**src/rtl/mul_div_unit.sv**
```systemverilog
// Iterative RV32M multiply/divide unit: 32-step shift-add multiply and restoring divide.
// Handshake: a start sampled high in IDLE or DONE is accepted; done pulses one cycle with result valid.
module mul_div_unit (
    input  logic        clk,
    input  logic        reset,
    input  logic        start,
    input  logic [2:0]  funct3,
    input  logic [31:0] operand_a,
    input  logic [31:0] operand_b,
    output logic        busy,
    output logic        done,
    output logic [31:0] result,
    output logic [1:0]  state_dbg
);

    localparam logic [1:0] S_IDLE = 2'd0;
    localparam logic [1:0] S_CALC = 2'd1;
    localparam logic [1:0] S_FIX  = 2'd2;
    localparam logic [1:0] S_DONE = 2'd3;

    logic [1:0]  state_q, state_d;
    logic [4:0]  cnt_q, cnt_d;
    logic [2:0]  op_q, op_d;
    logic [31:0] a_mag_q, a_mag_d;
    logic [31:0] b_mag_q, b_mag_d;
    logic        a_neg_q, a_neg_d;
    logic        res_neg_q, res_neg_d;
    logic [63:0] prod_q, prod_d;
    logic [32:0] rem_q, rem_d;
    logic [31:0] quo_q, quo_d;
    logic        busy_q, busy_d;
    logic        done_q, done_d;
    logic [31:0] result_q, result_d;

    logic        is_div_in, a_signed_in, b_signed_in, a_neg_in, b_neg_in;
    logic [31:0] a_mag_in, b_mag_in;
    logic        div_zero, div_ovf;
    logic [31:0] fast_res;
    logic [32:0] mul_sum;
    logic [33:0] div_shift, div_diff;
    logic [63:0] prod_fix;
    logic [31:0] quo_fix, rem_fix, fix_res;

    assign is_div_in   = funct3[2];
    assign a_signed_in = is_div_in ? ~funct3[0] : (funct3 == 3'b001 || funct3 == 3'b010);
    assign b_signed_in = is_div_in ? ~funct3[0] : (funct3 == 3'b001);
    assign a_neg_in    = a_signed_in & operand_a[31];
    assign b_neg_in    = b_signed_in & operand_b[31];
    assign a_mag_in    = a_neg_in ? (32'd0 - operand_a) : operand_a;
    assign b_mag_in    = b_neg_in ? (32'd0 - operand_b) : operand_b;

    // Divide corner cases bypass the iteration and complete one cycle after accept.
    assign div_zero = is_div_in && (operand_b == 32'd0);
    assign div_ovf  = is_div_in && !funct3[0] && (operand_a == 32'h8000_0000)
                      && (operand_b == 32'hFFFF_FFFF);
    assign fast_res = div_zero ? (funct3[1] ? operand_a : 32'hFFFF_FFFF)
                               : (funct3[1] ? 32'd0 : 32'h8000_0000);

    assign mul_sum   = {1'b0, prod_q[63:32]} + (prod_q[0] ? {1'b0, a_mag_q} : 33'd0);
    assign div_shift = {rem_q, quo_q[31]};
    assign div_diff  = div_shift - {2'b00, b_mag_q};

    assign prod_fix = res_neg_q ? (64'd0 - prod_q) : prod_q;
    assign quo_fix  = res_neg_q ? (32'd0 - quo_q) : quo_q;
    assign rem_fix  = a_neg_q ? (32'd0 - rem_q[31:0]) : rem_q[31:0];
    assign fix_res  = op_q[2] ? (op_q[1] ? rem_fix : quo_fix)
                              : ((op_q == 3'b000) ? prod_fix[31:0] : prod_fix[63:32]);

    always_comb begin
        state_d   = state_q;
        cnt_d     = cnt_q;
        op_d      = op_q;
        a_mag_d   = a_mag_q;
        b_mag_d   = b_mag_q;
        a_neg_d   = a_neg_q;
        res_neg_d = res_neg_q;
        prod_d    = prod_q;
        rem_d     = rem_q;
        quo_d     = quo_q;
        result_d  = result_q;
        case (state_q)
            S_IDLE, S_DONE: begin
                if (start) begin
                    op_d      = funct3;
                    a_mag_d   = a_mag_in;
                    b_mag_d   = b_mag_in;
                    a_neg_d   = a_neg_in;
                    res_neg_d = a_neg_in ^ b_neg_in;
                    cnt_d     = 5'd0;
                    prod_d    = {32'd0, b_mag_in};
                    rem_d     = 33'd0;
                    quo_d     = a_mag_in;
                    if (div_zero || div_ovf) begin
                        state_d  = S_DONE;
                        result_d = fast_res;
                    end else begin
                        state_d = S_CALC;
                    end
                end else begin
                    state_d = S_IDLE;
                end
            end
            S_CALC: begin
                if (op_q[2]) begin
                    // Quotient bits enter at the bottom as dividend bits leave the top.
                    if (!div_diff[33]) begin
                        rem_d = div_diff[32:0];
                        quo_d = {quo_q[30:0], 1'b1};
                    end else begin
                        rem_d = div_shift[32:0];
                        quo_d = {quo_q[30:0], 1'b0};
                    end
                end else begin
                    prod_d = {mul_sum, prod_q[31:1]};
                end
                cnt_d = cnt_q + 5'd1;
                if (cnt_q == 5'd31) begin
                    state_d = S_FIX;
                end
            end
            default: begin
                result_d = fix_res;
                state_d  = S_DONE;
            end
        endcase
        busy_d = (state_d == S_CALC) || (state_d == S_FIX);
        done_d = (state_d == S_DONE);
    end

    always_ff @(posedge clk or negedge reset) begin
        if (!reset) begin
            state_q   <= S_IDLE;
            cnt_q     <= 5'd0;
            op_q      <= 3'd0;
            a_mag_q   <= 32'd0;
            b_mag_q   <= 32'd0;
            a_neg_q   <= 1'b0;
            res_neg_q <= 1'b0;
            prod_q    <= 64'd0;
            rem_q     <= 33'd0;
            quo_q     <= 32'd0;
            busy_q    <= 1'b0;
            done_q    <= 1'b0;
            result_q  <= 32'd0;
        end else begin
            state_q   <= state_d;
            cnt_q     <= cnt_d;
            op_q      <= op_d;
            a_mag_q   <= a_mag_d;
            b_mag_q   <= b_mag_d;
            a_neg_q   <= a_neg_d;
            res_neg_q <= res_neg_d;
            prod_q    <= prod_d;
            rem_q     <= rem_d;
            quo_q     <= quo_d;
            busy_q    <= busy_d;
            done_q    <= done_d;
            result_q  <= result_d;
        end
    end

    assign busy      = busy_q;
    assign done      = done_q;
    assign result    = result_q;
    assign state_dbg = state_q;

endmodule
```
**config.mk**
```make
export PLATFORM = sky130hd
export DESIGN_NAME = mul_div_unit
export DESIGN_NICKNAME = d
export VERILOG_FILES = /design/src/rtl/mul_div_unit.sv
export SDC_FILE = /design/constraint.sdc
export NUM_CORES = 1
export LEC_CHECK = 0
export CORE_AREA = 5 5 182 184
export CTS_BUF_LIST = sky130_fd_sc_hd__clkbuf_4
export DETAILED_ROUTE_END_ITERATION = 8
export DIE_AREA = 0 0 187 189
export GPL_TIMING_DRIVEN = 0
export PLACE_DENSITY = 0.79
export SETUP_SLACK_MARGIN = 0.15
export SYNTH_ARGS = -nofsm -noshare
export SYNTH_HDL_FRONTEND = slang
export SYNTH_SLANG_ARGS = --single-unit
export TNS_END_PERCENT = 20
```
**constraint.sdc**
```tcl
create_clock -name clk -period 8 [get_ports clk]
set_clock_uncertainty 0.15 [all_clocks]
set_input_delay 1.6 -clock clk [delete_from_list [all_inputs] [get_ports clk]]
set_output_delay 1.6 -clock clk [all_outputs]
set_load 0.02 [all_outputs]
```
# Word-level counts from Yosys, hierarchy flattened
# Cells that the tools add are included.
[op_classes]
addsub = 8
n_bitwise = 5
n_mux = 34
reduce_logical = 18
n_eq_ne = 14
[op_table]
columns = ["op", "n"]
rows = [
  ["2-to-1 mux 32 bit", 15],
  ["2-to-1 mux 64 bit", 3],
  ["case mux 32 bit (2 select lines)", 2],
  ["case mux 64 bit (2 select lines)", 1],
  ["subtractor 1 x 32 -> 32 bit (first input constant)", 4],
  ["2-to-1 mux 33 bit", 3],
  ["case mux 33 bit (2 select lines)", 1],
  ["== test 32 bit (second input constant)", 2],
  ["subtractor 1 x 64 -> 64 bit (first input constant)", 1],
  ["subtractor 34 x 32 -> 34 bit", 1],
  ["adder 32 x 32 -> 33 bit", 1],
  ["zero test 32 bit", 1],
  ["case mux 5 bit (2 select lines)", 1],
  ["AND reduction 3 bit", 3],
  ["!= test 2 bit (second input constant)", 4],
  ["== test 2 bit (second input constant)", 3],
  ["2-to-1 mux 2 bit", 3],
  ["adder 5 x 1 -> 5 bit (second input constant)", 1],
  ["== test 5 bit (second input constant)", 1],
  ["2-to-1 mux 5 bit", 1],
  ["== test 2 x 1 -> 1 bit (second input constant)", 2],
  ["logical AND 1 bit", 4],
  ["case mux 2 bit (2 select lines)", 1],
  ["AND reduction 2 bit", 2],
  ["12 further kinds", 18],
]
[totals]
regBits = 239
wordCells = 92
output_inout_bits = 36
inputBits = 70

# Logic depth before layout (Yosys ltp)
[depth]
depth_word = 10
mapped_depth = 13
ltp_nobuf = 13

# Worst setup path after synthesis
# OpenSTA, ideal clock, no wires.
[synth_path]
kind = "input to register"
start = "input operand_b[17]"
end = "register result_q[9] (netlist: result[9])"
required_time_ps = 7720
slack_ps = 3547
t_arrival_ps = 4173
stages = 11
setup_time_ps = 130
path_buffers = 2
cell_sequence = "nor4_1 > nand3_1 > or4b_1 > nor4bb_1 > buf_2 > o21bai_1 > nand2_1 > a21oi_2 > buf_6 > mux2i_1 > o21ai_0"
[synth_between]
elab_chain_cells = 6
elab_cells_between_ends = 11
cone_classes = "eq/ne (2); mux (4); reduce/logical (5)"
[synth_lines]
columns = ["item", "line_no", "rtl"]
rows = [
  ["start, declared", "9", "input logic [31:0] operand_b,"],
  ["zero test 32 bit", "53", "assign div_zero = is_div_in && (operand_b == 32'd0);"],
  ["logical AND 1 bit", "53", ""],
  ["2-to-1 mux 32 bit", "56", "assign fast_res = div_zero ? (funct3[1] ? operand_a : 32'hFFFF_FFFF)"],
  ["2-to-1 mux 32 bit", "93", "if (div_zero || div_ovf) begin"],
  ["2-to-1 mux 32 bit", "83", "if (start) begin"],
  ["case mux 32 bit (2 select lines)", "81", "case (state_q)"],
  ["end signal, assigned", "158", "result_q <= result_d;"],
  ["end, declared", "33", "logic [31:0] result_q, result_d;"],
]
# Parallel ways exist; a longest one is shown, timed or not. The select of a mux whose other input is x is not followed.
# A chain may end at the register's enable or synchronous reset.

# Final worst setup path
[layout_path]
start = "input operand_b[15]"
end = "register result_q[5] (netlist: result[5])"
# Same word-level chain as after synthesis.

==> impl_metrics.json <==
{
  "synth_largest_area_cell": "dfrtp_1",
  "post_drt_wl_per_cell_um": 25.4,
  "num_rows": 65,
  "path_clk_slew_ps": 60,
  "worstSetupStartpointType": "input port",
  "placed_cell_area_um2": 20100,
  "layout-drive-gt1-share_pct": 5.66,
  "synthCells": 2303,
  "die_h_um": 189,
  "finalSetupViolations": 0,
  "max_freq_ghz": 0.194,
  "clkSinkCount": 239,
  "worstPathArrival_ps": 5610,
  "cts_tree": "done",
  "yosysUniqueCellTypes": 79,
  "avgSynthCellArea_um2": 8.02,
  "htreeDepth": 3,
  "layout.nets": 2627,
  "yosys_most_used_dff": "dfrtp_1",
  "root_buffer": "clkbuf_4",
  "p_leak_nw": 9.00,
  "via_count": 19511,
  "antenna_found_initial": 3,
  "synth_edf_count": 0,
  "worstPathRequired_ps": 8460,
  "ios": 106,
  "grt_pass1_wl_um": 112000,
  "dieArea_um2": 35300,
  "ys_ff_latch": 239,
  "dpl.cell_count": 2811,
  "crit_path_max_fanout": 10,
  "cts-root-to-sink-buffers": 3,
  "dieWidth_um": 187,
  "final_cells": 2931,
  "core_area_um2": 31200,
  "hold_start": "a_mag_q[10]$_DFFE_PN0P_",
  "postLayoutSetupSlackWorst_ps": 2840,
  "first_global_vias": 18497,
  "overflow": 0,
  "timing.final.max_slew_violations": 0,
  "ys_warn_count": 0,
  "criticalPathCategory": "in -> reg",
  "cts-hold-fix-buffers": 0,
  "first_pass_iters": 8,
  "status": "finished, final reports clean",
  "grt_usage_pct": 41.3,
  "synthesis.nets": 2450,
  "synth-seq-area-share_pct": 32.4,
  "crit_path_start": "operand_b[15]",
  "min_period_over_period_pct": 64.4,
  "drt_first_iter_violations": 2447,
  "drc_errors": 0,
  "ir_worst_vdd_uv": 237,
  "postRouteAntennaNets": 0,
  "yosysMostFrequentCell": "nand2_1",
  "hpwl_um": 58100,
  "p_per_area_nw_per_um2": 404,
  "grt_start_max_net_pins": 122,
  "dpl_worst_slack_ps": 2150,
  "ys_top_cells_by_count": "322 x nand2_1, 276 x o21ai_0, 239 x dfrtp_1",
  "start_util_pct": 59.2,
  "postCtsResizedCells": 0,
  "rr_startpoint": "prod_q[0]$_DFFE_PN0P_",
  "rsz0062_at_grt": "no",
  "maxCapViolations": 0,
  "worstMarginPinSlew_ps": 1440,
  "fin_util_pct": 67.0,
  "cts-buffers-inserted": 69,
  "syn_area_um2": 18500,
  "hp-class": "reg -> reg",
  "finalInstanceArea_um2": 20900,
  "gp_congestion": 1.07,
  "postCtsSetupBuffers": 0,
  "synth_area_leaders": "dfrtp_1 32%, o21ai_0 7.5%, nand2_1 6.5%, xor2_1 5.6%, xnor2_1 5.1%",
  "synth_top_cell_area_share_pct": 32.4,
  "finalHoldViolCount": 0,
  "clk-insertion-delay-late_ps": 770,
  "wl_um": 74400,
  "min_period_ps": 5160,
  "port_buffers": 105,
  "areaGrowthSynthToFinish_pct": 13.2,
  "synthArstFlopShare_pct": 100,
  "avgViaCountPerCell": 6.66,
  "slew_headroom_pct": 3.40,
  "endpoint_kind": "flop"
}
[logic make-up after synthesis]
family                   share of synthesized area, %
XOR/XNOR                                         10.8
flip-flops                                       32.4
AND/OR/NAND/NOR                                  19.2
buffers and inverters                            4.16
AO/OA/AOI/OAI                                    25.6
adder cells (fa/ha/maj)                          5.30
multiplexers                                     2.50
[path summary, 6_finish.rpt]
kind | to | slack [ps] | cells past startpoint
max in group asynchronous | rem_q[26]$_DFFE_PN0P_ | 5780 | 2
worst min register to register | a_mag_q[10]$_DFFE_PN0P_ | 320 | 2
worst max-delay path | result[5]$_DFFE_PN0P_ | 2840 | 12
min in group asynchronous | cnt_q[2]$_DFFE_PN0P_ | 760 | 1
worst max register to register | result[4]$_DFFE_PN0P_ | 3310 | 12
worst min-delay path | a_mag_q[10]$_DFFE_PN0P_ | 320 | 2
[through the flow]
step / power [mW] / TNS [ps] / hold slack (ps)
2_1_floorplan: 5.21 / 0 / 288
3_3_place_gp: 6.92 / -1140280 / 304
3_5_place_dp: 7.03 / 0 / 305
4_1_cts: 8.22 / 0 / 326
5_1_grt: 8.89 / 0 / 348
6_report: 8.45 / 0 / 322
[registers in the layout, indices dropped and copies added, names as in the netlist, 2 cells and up]
name	count
op_q	3
cnt_q	5
prod_q	64
quo_q	32
a_mag_q	32
state_dbg	2
result	32
b_mag_q	32
rem_q	33
[power by group]
group          internal, mW  leakage (nW)  total, mW  switching [mW]
registers              1.69          3.05       2.27           0.574
logic                  1.68          5.43       5.00            3.31
clock network         0.609         0.518       1.18           0.574
[layout by cell type, fill, tap and decap left out, types with 22 or more instances in the layout]
master,netlist,final
nand2_1,322,322
o21ai_0,276,276
dfrtp_1,239,239
nor2_1,172,172
a21oi_1,163,163
xor2_1,119,119
xnor2_1,108,108
clkdlybuf4s50_1,0,104
clkbuf_1,101,101
clkbuf_4,0,101
ha_1,75,75
inv_1,70,70
o31ai_1,48,48
a21o_1,46,46
mux2i_1,45,45
and2_1,42,42
or3_1,31,31
or4_1,29,29
nand3_1,28,28
o21a_1,27,27
o41ai_1,27,27
nor3_1,26,26
nand4_1,23,23
o211ai_1,22,22
a211oi_1,22,22
[cell type report]
| cell class | count | area, um2 |
|---|---|---|
| timing repair buffer | 106 | 1080 |
| clock inverter | 17 | 96.3 |
| antenna | 2 | 5.00 |
| buffer | 126 | 498 |
| sequential | 239 | 5980 |
| multi-input combinational | 1866 | 11700 |
| tap | 402 | 503 |
| inverter | 72 | 270 |
| fill | 2692 | 10300 |
| clock buffer | 101 | 758 |
[metal layers]
metal | GRT usage (%) | part of all wire [%] | wire [um]
met4 | 25.2 | 7.5 | 5550
met1 | 52.1 | 37 | 27800
met5 | 0 | 0.017 | 13
met3 | 9.66 | 11 | 8180
met2 | 64.9 | 44 | 32900
[worst max-delay path: stages]
cell and delay, ps:
clkdlybuf4s50_1 510, nor4_1 730, nand3_1 240, or4b_1 630, nor4bb_1 300, buf_2 260
o21bai_1 160, nand2_1 170, a21oi_2 280, buf_4 300, nor2_1 70, a41oi_1 350
Note: power is estimated with default switching activity, not from simulation.
